## src/rtl/rom_buf_pkg.sv

```systemverilog
// Shared types and parameter defaults for the ROM line buffer.
//   state_e          : fill FSM states
//   DEF_AW           : default byte-address width of the ROM region
//   DEF_WAIT_STATES  : default extra ROM macro cycles per word
//   DEF_LINE_WORDS   : default words per buffered line
package rom_buf_pkg;

  typedef enum logic {
    ST_IDLE = 1'b0,
    ST_FILL = 1'b1
  } state_e;

  localparam int unsigned DEF_AW          = 14;
  localparam int unsigned DEF_WAIT_STATES = 2;
  localparam int unsigned DEF_LINE_WORDS  = 4;

endpackage

```

## src/rtl/rom_line_buffer_if.sv

```systemverilog
// Request/response bus between the AHB ROM controller and the line buffer.
//   req_cs    : read request (address phase)
//   req_addr  : word address of the request
//   flush     : invalidate the line buffer
//   rsp_ready : ready back to the controller (its HREADYOUT)
//   rsp_rdata : read data for the current data phase
interface rom_line_buffer_if #(
  parameter int unsigned AW = rom_buf_pkg::DEF_AW
) ();

  logic          req_cs;
  logic [AW-3:0] req_addr;
  logic          flush;
  logic          rsp_ready;
  logic [31:0]   rsp_rdata;

  modport master (output req_cs, req_addr, flush, input rsp_ready, rsp_rdata);
  modport slave  (input req_cs, req_addr, flush, output rsp_ready, rsp_rdata);

endinterface

```

## src/rtl/rom_line_store.sv

```systemverilog
// Storage for one buffered ROM line: word array, tag and valid flag.
//   HCLK, HRESETn : clock, async active-low reset (clears valid and tag)
//   i_wr_*        : write one word of the line
//   i_set_valid   : mark line valid with tag i_set_tag
//   i_clr_valid   : invalidate the line (wins over set)
//   i_rd_idx      : combinational read index -> o_rd_data
//   o_tag/o_valid : current line tag and valid flag
module rom_line_store #(
  parameter int unsigned TW = 10,
  parameter int unsigned LW = 4
) (
  input  logic                  HCLK,
  input  logic                  HRESETn,
  input  logic                  i_wr_en,
  input  logic [$clog2(LW)-1:0] i_wr_idx,
  input  logic [31:0]           i_wr_data,
  input  logic                  i_set_valid,
  input  logic [TW-1:0]         i_set_tag,
  input  logic                  i_clr_valid,
  input  logic [$clog2(LW)-1:0] i_rd_idx,
  output logic [31:0]           o_rd_data,
  output logic [TW-1:0]         o_tag,
  output logic                  o_valid
);

  logic [31:0]   r_words [LW];
  logic [TW-1:0] r_tag;
  logic          r_valid;

  // Data words need no reset; valid guards them.
  always_ff @(posedge HCLK) begin
    if (i_wr_en) r_words[i_wr_idx] <= i_wr_data;
  end

  // Tag and valid flag.
  always_ff @(posedge HCLK or negedge HRESETn) begin
    if (!HRESETn) begin
      r_tag   <= '0;
      r_valid <= 1'b0;
    end else if (i_clr_valid) begin
      r_valid <= 1'b0;
    end else if (i_set_valid) begin
      r_tag   <= i_set_tag;
      r_valid <= 1'b1;
    end
  end

  assign o_rd_data = r_words[i_rd_idx];
  assign o_tag     = r_tag;
  assign o_valid   = r_valid;

endmodule

```

## src/rtl/rom_line_buffer.sv

```systemverilog
// Single-line read buffer in front of a slow ROM macro. Hits return with
// zero wait states; a miss fetches the whole line word by word.
//   HCLK, HRESETn      : clock, async active-low reset
//   bus                : controller request/response (slave side)
//   mem_cs/mem_addr    : ROM macro select and word address
//   mem_rdata          : ROM macro read data
//   hit_cnt/miss_cnt   : saturating access statistics
module rom_line_buffer
  import rom_buf_pkg::*;
#(
  parameter int unsigned AW          = DEF_AW,
  parameter int unsigned WAIT_STATES = DEF_WAIT_STATES,
  parameter int unsigned LINE_WORDS  = DEF_LINE_WORDS
) (
  input  logic             HCLK,
  input  logic             HRESETn,
  rom_line_buffer_if.slave bus,
  output logic             mem_cs,
  output logic [AW-3:0]    mem_addr,
  input  logic [31:0]      mem_rdata,
  output logic [15:0]      hit_cnt,
  output logic [15:0]      miss_cnt
);

  localparam int unsigned IW  = $clog2(LINE_WORDS);
  localparam int unsigned TW  = AW - 2 - IW;
  localparam int unsigned WCW = 4;

  state_e          r_state, w_state_nxt;
  logic [TW-1:0]   r_tag;
  logic [IW-1:0]   r_idx, r_word;
  logic [WCW-1:0]  r_wait;
  logic            r_flush_pend, r_rsp_ready, r_mem_cs;
  logic [31:0]     r_rsp_rdata;
  logic [AW-3:0]   r_mem_addr;
  logic [15:0]     r_hit_cnt, r_miss_cnt;

  logic [TW-1:0]   w_req_tag, w_line_tag;
  logic [IW-1:0]   w_req_idx, w_rd_idx;
  logic [31:0]     w_rd_data;
  logic            w_line_valid, w_flush_eff, w_accept, w_hit, w_miss;
  logic            w_capture, w_last, w_clr_valid;

  assign w_req_tag   = bus.req_addr[AW-3:IW];
  assign w_req_idx   = bus.req_addr[IW-1:0];
  // A flush pending from the last fill acts like a live flush in IDLE.
  assign w_flush_eff = bus.flush | r_flush_pend;
  assign w_accept    = (r_state == ST_IDLE) && bus.req_cs && r_rsp_ready;
  assign w_hit       = w_accept && w_line_valid && !w_flush_eff && (w_line_tag == w_req_tag);
  assign w_miss      = w_accept && !w_hit;
  assign w_capture   = (r_state == ST_FILL) && (r_wait == WCW'(WAIT_STATES));
  assign w_last      = w_capture && (r_word == IW'(LINE_WORDS - 1));
  assign w_clr_valid = (r_state == ST_IDLE) && w_flush_eff;
  assign w_rd_idx    = (r_state == ST_IDLE) ? w_req_idx : r_idx;

  rom_line_store #(.TW(TW), .LW(LINE_WORDS)) u_store (
    .HCLK        (HCLK),
    .HRESETn     (HRESETn),
    .i_wr_en     (w_capture),
    .i_wr_idx    (r_word),
    .i_wr_data   (mem_rdata),
    .i_set_valid (w_last),
    .i_set_tag   (r_tag),
    .i_clr_valid (w_clr_valid),
    .i_rd_idx    (w_rd_idx),
    .o_rd_data   (w_rd_data),
    .o_tag       (w_line_tag),
    .o_valid     (w_line_valid)
  );

  // State register.
  always_ff @(posedge HCLK or negedge HRESETn) begin
    if (!HRESETn) r_state <= ST_IDLE;
    else          r_state <= w_state_nxt;
  end

  // Next state.
  always_comb begin
    w_state_nxt = r_state;
    case (r_state)
      ST_IDLE: if (w_miss) w_state_nxt = ST_FILL;
      ST_FILL: if (w_last) w_state_nxt = ST_IDLE;
    endcase
  end

  // Datapath: response, ROM sequencing, pending flush and statistics.
  always_ff @(posedge HCLK or negedge HRESETn) begin
    if (!HRESETn) begin
      r_tag        <= '0;
      r_idx        <= '0;
      r_word       <= '0;
      r_wait       <= '0;
      r_flush_pend <= 1'b0;
      r_rsp_ready  <= 1'b1;
      r_rsp_rdata  <= '0;
      r_mem_cs     <= 1'b0;
      r_mem_addr   <= '0;
      r_hit_cnt    <= '0;
      r_miss_cnt   <= '0;
    end else begin
      if (w_hit) begin
        r_rsp_rdata <= w_rd_data;
        if (r_hit_cnt != 16'hFFFF) r_hit_cnt <= r_hit_cnt + 16'd1;
      end
      if (w_miss) begin
        r_tag       <= w_req_tag;
        r_idx       <= w_req_idx;
        r_word      <= '0;
        r_wait      <= '0;
        r_mem_cs    <= 1'b1;
        r_mem_addr  <= {w_req_tag, IW'(0)};
        r_rsp_ready <= 1'b0;
        if (r_miss_cnt != 16'hFFFF) r_miss_cnt <= r_miss_cnt + 16'd1;
      end
      if (r_state == ST_FILL) begin
        if (bus.flush) r_flush_pend <= 1'b1;
        if (w_capture) begin
          r_wait <= '0;
          if (w_last) begin
            r_mem_cs    <= 1'b0;
            r_rsp_ready <= 1'b1;
            // Requested word may be the one arriving on this very edge.
            r_rsp_rdata <= (r_idx == r_word) ? mem_rdata : w_rd_data;
          end else begin
            r_word     <= r_word + IW'(1);
            r_mem_addr <= {r_tag, r_word + IW'(1)};
          end
        end else begin
          r_wait <= r_wait + WCW'(1);
        end
      end else if (w_flush_eff) begin
        r_flush_pend <= 1'b0;
      end
    end
  end

  assign bus.rsp_ready = r_rsp_ready;
  assign bus.rsp_rdata = r_rsp_rdata;
  assign mem_cs        = r_mem_cs;
  assign mem_addr      = r_mem_addr;
  assign hit_cnt       = r_hit_cnt;
  assign miss_cnt      = r_miss_cnt;

endmodule

```

## src/flat_wrapper.sv

```systemverilog
// flat-port wrapper written by rule: the top's interface ports become plain ports
module rom_line_buffer_flat import rom_buf_pkg::*;
#(
  parameter int unsigned AW          = DEF_AW,
  parameter int unsigned WAIT_STATES = DEF_WAIT_STATES,
  parameter int unsigned LINE_WORDS  = DEF_LINE_WORDS
)
  (HCLK, HRESETn, mem_cs, mem_addr, mem_rdata, hit_cnt, miss_cnt, bus_req_cs, bus_req_addr, bus_flush, bus_rsp_ready, bus_rsp_rdata);
  rom_line_buffer_if #(.AW(AW)) bus_i ();
  input  logic HCLK;
  input  logic HRESETn;
  output logic mem_cs;
  output logic [AW-3:0] mem_addr;
  input  logic [31:0] mem_rdata;
  output logic [15:0] hit_cnt;
  output logic [15:0] miss_cnt;
  input wire logic [$bits(bus_i.req_cs)-1:0] bus_req_cs;
  input wire logic [$bits(bus_i.req_addr)-1:0] bus_req_addr;
  input wire logic [$bits(bus_i.flush)-1:0] bus_flush;
  output wire logic [$bits(bus_i.rsp_ready)-1:0] bus_rsp_ready;
  output wire logic [$bits(bus_i.rsp_rdata)-1:0] bus_rsp_rdata;
  assign bus_i.req_cs = bus_req_cs;
  assign bus_i.req_addr = bus_req_addr;
  assign bus_i.flush = bus_flush;
  assign bus_rsp_ready = bus_i.rsp_ready;
  assign bus_rsp_rdata = bus_i.rsp_rdata;
  rom_line_buffer #(.AW(AW), .WAIT_STATES(WAIT_STATES), .LINE_WORDS(LINE_WORDS)) u_core (.HCLK(HCLK), .HRESETn(HRESETn), .bus(bus_i), .mem_cs(mem_cs), .mem_addr(mem_addr), .mem_rdata(mem_rdata), .hit_cnt(hit_cnt), .miss_cnt(miss_cnt));
endmodule
```

## config.mk

```make
export PLATFORM = sky130hd
export DESIGN_NAME = rom_line_buffer_flat
export DESIGN_NICKNAME = d
export VERILOG_FILES = /design/src/rtl/rom_buf_pkg.sv /design/src/rtl/rom_line_buffer_if.sv /design/src/rtl/rom_line_store.sv /design/src/rtl/rom_line_buffer.sv /design/src/flat_wrapper.sv
export SDC_FILE = /design/constraint.sdc
export NUM_CORES = 1
export LEC_CHECK = 0
export BUFFER_PORTS_ARGS = -buffer_cell sky130_fd_sc_hd__buf_2
export CORE_UTILIZATION = 60
export CTS_CLUSTER_DIAMETER = 60
export CTS_CLUSTER_SIZE = 12
export DETAILED_ROUTE_END_ITERATION = 16
export PLACE_DENSITY = 0.82
export RECOVER_POWER = 25
export SYNTH_ARGS = -nofsm -noshare
export SYNTH_HDL_FRONTEND = slang
export SYNTH_SLANG_ARGS = --single-unit
export TNS_END_PERCENT = 5
```

## constraint.sdc

```tcl
create_clock -name HCLK -period 8.7 [get_ports HCLK]
set_clock_uncertainty 0.2 [all_clocks]
set_input_delay 0.435 -clock HCLK [delete_from_list [all_inputs] [get_ports HCLK]]
set_output_delay 0.435 -clock HCLK [all_outputs]
set_load 0.02 [all_outputs]
```

==> results of run 1 <==
-- metrics by stage --
| step | cells | setup slack [ns] | instance area (um^2) |
|---|---|---|---|
| 2_1_floorplan | 679 | 5.585 | 9787 |
| 3_3_place_gp | 990 | 4.642 | 10630 |
| 3_5_place_dp | 990 | 4.353 | 10630 |
| 4_1_cts | 1062 | 4.310 | 11600 |
| 5_1_grt | 1062 | 3.797 | 11560 |
| 6_report | 1062 | 4.279 | 11560 |
-- timing repair --
item	CTS	global route
hold buffers	33	0
hold endpoints to repair	174	0
resized for setup	0	0
-- cell usage after synthesis, types with 2 or more instances --
cell / number / area (um^2)
a22o_1: 3 / 26.28
nand2b_1: 3 / 18.77
ha_1: 8 / 100.1
o21ai_0: 32 / 160.2
a21oi_1: 2 / 10.01
dfrtp_1: 108 / 2703
nor4_1: 11 / 68.82
and2_1: 3 / 18.77
inv_1: 3 / 11.26
and3_1: 16 / 100.1
clkbuf_1: 29 / 108.9
buf_1: 2 / 7.510
a31o_2: 6 / 52.55
mux4_2: 32 / 720.7
nor4b_2: 2 / 30.03
buf_2: 6 / 30.03
mux2_2: 16 / 180.2
a221o_1: 6 / 60.06
edfxtp_1: 128 / 3844
xor2_1: 23 / 201.4
nand4_1: 7 / 43.79
a32o_1: 4 / 40.04
nor2_1: 11 / 41.29
nand3_1: 120 / 600.6
xnor2_1: 19 / 166.4
nor3_1: 11 / 55.05
nand2_1: 44 / 165.2
mux2i_1: 2 / 20.02
-- metal layers --
metal | vias to the layer above | GRT usage, % | wire length [um]
met2 | 317 | 47.50 | 11430
met1 | 3380 | 37.51 | 9000
met4 | 0 | 9.097 | 542
met3 | 45 | 4.469 | 1621
met5 | - | 0 | 0
li1 | 2884 | - | -
-- layout make-up --
class	count	area [um^2]	area share [%]
clock buffers	37	628.1	5.435
flip-flops and latches	237	6573	56.87
repair buffers	166	974.7	8.434
clock inverters	2	13.76	0.1191
multi-input cells	399	3079	26.64
well taps	216	270.3	2.338
inverters	5	18.77	0.1624
-- how the worst max path moves through the flow --
stage | to | slack, ns | depth (start not counted)
finish | u_core.bus.rsp_rdata[8] | 4.28 | 8
global route | u_core.bus.rsp_rdata[8] | 3.80 | 8
CTS | u_core.bus.rsp_rdata[8] | 4.31 | 8
detailed placement | u_core.bus.rsp_rdata[13] | 4.35 | 8
global placement | u_core.u_store.r_words[3][20] | 4.64 | 6
floorplan | u_core.u_store.r_words[3][0] | 5.59 | 7
-- tightest hold or removal path, cell delays in order --
cell    delay (ns)
buf_2         0.09
nor2_1        0.06
nor2_1        0.08
-- sequential cells by signal (all words and copies together), names as in the netlist --
register and cells:
u_core.hit_cnt 16, u_core.u_store.r_words 128, u_core.bus.rsp_ready 1, u_core.mem_cs 1, u_core.mem_addr 12, u_core.r_flush_pend 1, u_core.r_word 2, u_core.u_store.o_tag 10
u_core.miss_cnt 16, u_core.r_tag 10, u_core.r_idx 2, u_core.u_store.o_valid 1, u_core.bus.rsp_rdata 32, u_core.r_state 1, u_core.r_wait 4
-- cell families (layout without fill, tap and decap cells) --
family,count (synthesis),in the layout,share of synthesized area [%]
and+or+nand+nor,238,238,12.63
muxes,50,50,9.409
xor gates and xnor gates,42,42,3.759
adders and majority gates,8,8,1.023
DFF,237,237,67.16
buffers and inverters,43,210,1.803
AOI/OAI and AO/OA,61,61,4.219
-- power by group --
group / internal [mW] / switching [mW] / leakage, nW / total [mW]
registers: 1.43 / 0.161 / 2.54 / 1.59
clock network: 0.492 / 0.394 / 0.308 / 0.886
logic: 0.458 / 0.627 / 1.84 / 1.08
==> results.md, run 1 <==
Finish:
- The number of filler instances in the final layout is 1070.
- The net count of the finished layout is 888.
- Relative to the synthesized area, the layout overhead comes to 18.09%.
- Cells with a size suffix above 1 make up 23.29% of the layout.
- Leaving out fill and tap cells, the most frequent cell in the layout is edfxtp_1.
- The post-route core utilization is between 70 and 80%.
- In the layout the commonest cells are edfxtp_1 (128), nand3_1 (120), dfrtp_1 (108).
- The antenna diode instance count is 0.

Critical path:
- The slowest stage of the critical path belongs to the cell nor4bb_1.
- STA classifies the critical path startpoint as a flip-flop.
- In this run the worst setup path begins at u_core.r_wait[0].
- Walking the worst path, the cells encountered are inv_1 -> ha_1 -> nor4bb_1 -> nand2_2 -> inv_2 -> buf_4 -> nand3_1 -> nand3_1.
- The delay contributed by the slowest stage of the critical path is 0.95 ns.
- On the critical path the largest part of the delay comes from simple AND/OR/NAND/NOR gates.
- Among the stages of the critical path, the cell type that occurs most often is nand3_1.
- In this run the critical register-to-register path is launched from u_core.r_wait[0].
- The worst register-to-register path has a depth of 8.
- The class of the most critical setup path is reg -> reg.
- The critical path contains buffers and inverters numbering 3 combined.
- The highest net fanout along the worst path is 58.
- The setup check on the worst reg-to-reg path leaves a slack of 4.28 ns.
- STA classifies the critical path endpoint as a flip-flop.
- The data required time at the worst endpoint is 8.92 ns.
- The end of the worst register-to-register path is u_core.bus.rsp_rdata[8].
- STA puts the critical path data arrival time at 4.64 ns.

Synth:
- For this run, the register share of the synthesized area comes to 67.16%.
- The number of enable flip-flop cells after synthesis is about 130.
- The register bit total from synthesis is 237.
- The mapped netlist covers between 9000 and 10000 um^2.
- The cell count after synthesis came out at 679.
- Dividing the synthesized area by the synthesized cell count gives between 10 and 15 um^2.
- The number of nets produced by synthesis is roughly 740.
- The synthesis warning total is 0.
- The synthesized netlist contains 50 unique library cells.
- The fraction of registers with async set/reset is 45.99%.
- The top flip-flop cell by instance count after synthesis is edfxtp_1.

Clock tree:
- The root buffer cell is clkbuf_16.
- The maximum clock insertion buffer count is 3.
- In this run the post-CTS setup repair buffer count came out at 0.
- The clock-pin slew on the worst setup and hold paths is 0.06 ns.
- Counting the buffers created by CTS gives 23.
- The tree built by TritonCTS fans out to 237 sinks.
- The clock network latency to the later pin of the worst-skew pair is 0.50 ns.
- TritonCTS built the clock tree.
- In this run the number of H-tree levels came out at 1.

STA:
- Timing would allow up to about 0.23 GHz.
- The count of pins over their slew limit is between 40 and 50.
- The setup total negative slack is 0 ns.
- The slew at the pin closest to its max-slew limit is 2.776 ns.
- Setup repair after global routing left no endpoint under its margin.
- The portion of the clock cycle consumed by the worst path in the final layout is 50.81%.
- The total count of hold-check failures in the final report came to 0.
- Hold is met by 0.01220 ns.
- The relative slew slack is -85.06%.
- The final-report setup violation count is 0.
- The worst path needs 4.421 ns of the cycle, external delays included.

Power:
- The final total power is 3.559 mW.
- The maximum resistive drop on vdd is between 0.2 and 0.3 mV.
- The leakage power figure is 4.686 nW.
- In this run the power density over the cells is 307.9 nW/um^2.

Die:
- The placeable core region is 15890 um^2.
- The die is 129.7 um tall.
- Measured along the x axis, the die boundary spans ~130 um.
- After floorplanning, the core was divided into 46 placement rows.
- For this configuration, the core starts out at a cell density of 61.61%.
- For this design the top-level I/O count stands at between 100 and 150.
- The floorplan die area is ~17000 um^2.

Min path:
- The hold path startpoint is bus_flush.
- The worst hold path was traced through 3 stages.
- The worst min-delay path category is in -> reg.
- The endpoint of the worst hold path is u_core.r_flush_pend.

Route:
- The first detailed-routing pass ran for 7 iterations.
- In the final routed layout, each cell accounts on average for roughly 21 um.
- For this block, the initial DRC count from the detailed router was ~630.
- The number of nets with antenna violations after routing is 0.
- The mean number of vias per cell is 6.239.
- The total length of routed wires is 22600 um.
- For this block, the via count after detailed routing is about 6600.
- The post-route DRC violation count is 0.

GRT:
- The global-route usage over all layers is 28.01%.
- The largest net degree at the start of global routing is 64.
- The number of antenna violations at the first check in global routing is 0.
- The wire length of the first global-routing pass is 35860 um.
- Summed over all layers, the global routing overflow is 0.
- The number of global-route vias before repair was 6811.

Run status:
- The final reports fail on max-capacitance violations, max-slew violations.
- The flow ran to the end, but the final reports show violations.

Place:
- The sum of net half-perimeters after detailed placement is 13340 um.
- The number of port buffers is ~130.
- The final RePlAce weighted congestion is 0.8922.

Flow run:
- The tool flagged a number of max-cap violations equal to 1.
Power figures use the tool's default switching activity.
==> run 2: changes to the inputs <==
CORE_UTILIZATION = 52   (was 60)
PLACE_DENSITY = 0.76   (was 0.82)
clock period = 3.7 ns   (was 8.7 ns; I/O delays follow)
==> results.md, run 2 (synthesis gave the netlist of run 1 again) <==
Critical path:
- The data required time at the worst endpoint is 3.89 ns (-5.03 ns).
- The category of cells accounting for the largest share of critical-path delay is simple AND/OR/NAND/NOR gates.
- The worst setup path is of the reg -> reg kind.
- The count of buffering cells on the critical path with inverters included is 0 (-3).
- The delay contributed by the slowest stage of the critical path is 0.53 ns (-0.42 ns).
- The endpoint class of the critical path is a flip-flop.
- The depth of the worst register-to-register path is 5 (-3).
- The worst register-to-register path begins at u_core.r_state.
- The critical path arrival is 2.89 ns (-1.75 ns).
- For this design, the slowest cell found on the critical path is dfrtp_1.
- The highest net fanout along the worst path is 19 (-67%).
- The signal on the critical path passes through nand3b_4 -> nor4_2 -> nand3_2 -> nand2_2 -> mux2_2.
- The end of the worst register-to-register path is u_core.r_tag[0].
- The internal reg-to-reg setup slack is 1.00 ns (-3.28 ns).
- STA classifies the critical path startpoint as a flip-flop.

Route:
- The number of iterations in the first detailed-routing pass is 12 (+5).
- The number of DRC markers after the initial detailed-route iteration was 537 (-14%).
- The final routed wire length divided by cell count is 21.03 um (-1.2%).
- The highest metal layer with signal wires is met4.
- The met2 wire length is 11750 um (+2.8%).
- The via count of the routed design is 6700 (+1.1%).
- The number of nets with antenna violations after routing is 0 (unchanged).
- The mean number of vias per cell is 6.058 (-2.9%).
- The total length of routed wires is 23260 um (+2.9%).
- The routed metal-1 wire length is 9422 um (+4.7%).
- The post-route DRC violation count came to 10 (+10).
- The met3 wire length is 1764 um (+8.8%).

Finish:
- The final instance area is 11840 um^2 (+2.5%).
- Leaving out fill and tap cells, the most frequent cell in the layout is edfxtp_1.
- The antenna diode instance count was 0 (unchanged).
- From synthesis to final layout, the design area changed by 21.00%.
- The net count of the finished layout is 916 (+3.2%).
- Ranked by flip-flop count, first place goes to u_core.u_store.r_words.
- The library cells used most frequently in the layout, excluding fill and tap cells, are edfxtp_1 (128), nand3_1 (120), dfrtp_1 (108).
- The number of flip-flops in the largest register is 128 (unchanged).
- The ratio of cells with drive above 1 in the final layout is 24.06% (+0.77 points).

Run status:
- The final reports fail on design-rule violations, max-capacitance violations, max-slew violations.
- The flow ran to the end, but the final reports show violations.

Place:
- The final RePlAce weighted congestion is 0.9254 (+3.7%).
- The sum of net half-perimeters after detailed placement was 13980 um (+4.8%).
- The placed cell area was 10760 um^2 (+1.3%).
- The number of port buffers is 125 (unchanged).

GRT:
- The remaining global-route overflow is 0 (unchanged).
- The global-route usage over all layers is 24.53% (-3.5 points).
- The wire length of the first global-routing pass is 37120 um (+3.5%).
- The largest net degree at the start of global routing came to 64 (unchanged).
- The number of antenna violations at the first check in global routing is 0 (unchanged).
- The number of global-route vias before repair is 6794 (-0.25%).

Die:
- The row count is 49 (+6.5%).
- The floorplan die area is 19370 um^2 (+15%).
- The initial standard-cell utilization of the core is 53.75% (-7.9 points).
- The placeable core region is 18210 um^2 (+15%).
- The number of placed I/O pins is 126 (unchanged).
- The height of the die is 139.2 um (+7.3%).
- The die width came to 139.2 um (+7.3%).

STA:
- Setup repair after global routing left no endpoint under its margin.
- The setup total negative slack was 0 ns (unchanged).
- The total count of hold-check failures in the final report is 0 (unchanged).
- The slew at the pin closest to its max-slew limit was 1.594 ns (-1.182 ns).
- The relative slew slack is -6.293% (+79 points).
- The top achievable clock speed was 0.3709 GHz (+64%).
- The count of pins over their slew limit is 64 (+33%).
- The portion of the clock cycle consumed by the worst path in the final layout is 72.88% (+22 points).
- The minimum clock period is 2.696 ns (-1.724 ns).
- The final-report setup violation count is 0 (unchanged).
- The minimum hold slack is 0.2798 ns (+0.2676 ns).

Power:
- The power density over cell area is 714.8 nW/um^2 (+130%).
- The maximum resistive drop on vdd was 0.4109 mV (+51%).
- The leakage power figure came to 4.821 nW (+2.9%).

Clock tree:
- The clock-pin slew on the worst setup and hold paths was 0.06 ns (about the same).
- The maximum clock insertion buffer count came to 3 (unchanged).
- The number of clock sinks seen by CTS is 237 (unchanged).
- The clock network latency to the later pin of the worst-skew pair is 0.51 ns (about the same).
- The number of levels in the clock H-tree is 1 (unchanged).
- The buffer count from post-CTS setup fixing was 0 (unchanged).
- The root buffer cell is clkbuf_16.
- The post-CTS resize count is 0 (unchanged).
- TritonCTS built the clock tree.
- The number of hold-repair buffers added at the cts stage is 47 (+42%).
- The number of buffers created by CTS is 23 (unchanged).

Min path:
- The worst min-delay path category is in -> reg.
- The number of instances on the worst hold path was 3 (unchanged).
- The hold path startpoint is bus_req_addr[7].
- The endpoint of the worst hold path is u_core.r_tag[5].

Flow run:
- The count of max-cap constraint violations is 1 (unchanged).
[run 2: cell types whose count changed in the layout (fill, tap and decap cells not counted)]
cell           before  now
clkinv_2            1    0
clkbuf_2            0    1
buf_4               8   21
clkbuf_1           47   50
buf_12              0    1
dlygate4sd3_1      33   47
[run 2: worst max-delay path by stage]
stage	start	to	slack [ns]	depth (start not counted)
final	u_core.r_state	u_core.r_tag[0]	1.00	5
after global routing	u_core.r_state	u_core.hit_cnt[10]	0.90	6
after detailed placement	u_core.r_state	u_core.r_tag[6]	1.04	5
after floorplan	u_core.r_wait[0]	u_core.u_store.r_words[3][0]	0.59	7
after global placement	u_core.r_state	u_core.r_tag[8]	1.13	5
after CTS	u_core.r_state	u_core.r_tag[6]	1.01	5
[run 2: final cells by class]
class | instances | area, um^2
Fill cell | 1266 | 6366
Timing Repair Buffer | 194 | 1234
Tap cell | 229 | 286.5
Sequential cell | 237 | 6573
Clock buffer | 41 | 643.1
Inverter | 5 | 18.77
Clock inverter | 1 | 8.758
Multi-Input combinational cell | 399 | 3079
[run 2: layer usage]
metal,global-route usage [%],vias to the layer above
met5,0,-
met4,5.848,0
met3,4.558,30
met2,41.76,307
met1,32.92,3427
li1,-,2936
[run 2: stage by stage]
step	utilization [%]	total power [mW]	cells	setup WS, ns
finish	65.04	8.465	1106	1.004
global route	65.04	8.847	1106	0.8957
CTS	65.27	8.511	1106	1.011
detailed placement	59.11	6.347	1017	1.041
global placement	59.11	6.238	1017	1.133
floorplan	-	5.427	679	0.5851
[run 2: report_power, final]
group / leakage (nW) / internal (mW) / switching (mW)
registers: 2.54 / 3.35 / 0.362
logic: 1.97 / 1.13 / 1.49
clock network: 0.309 / 1.17 / 0.958
[run 2: worst reg2reg max path: stages (launching register included)]
cell and delay [ns]:
dfrtp_1 0.53, nand3b_4 0.28, nor4_2 0.33, nand3_2 0.35
nand2_2 0.51, mux2_2 0.40
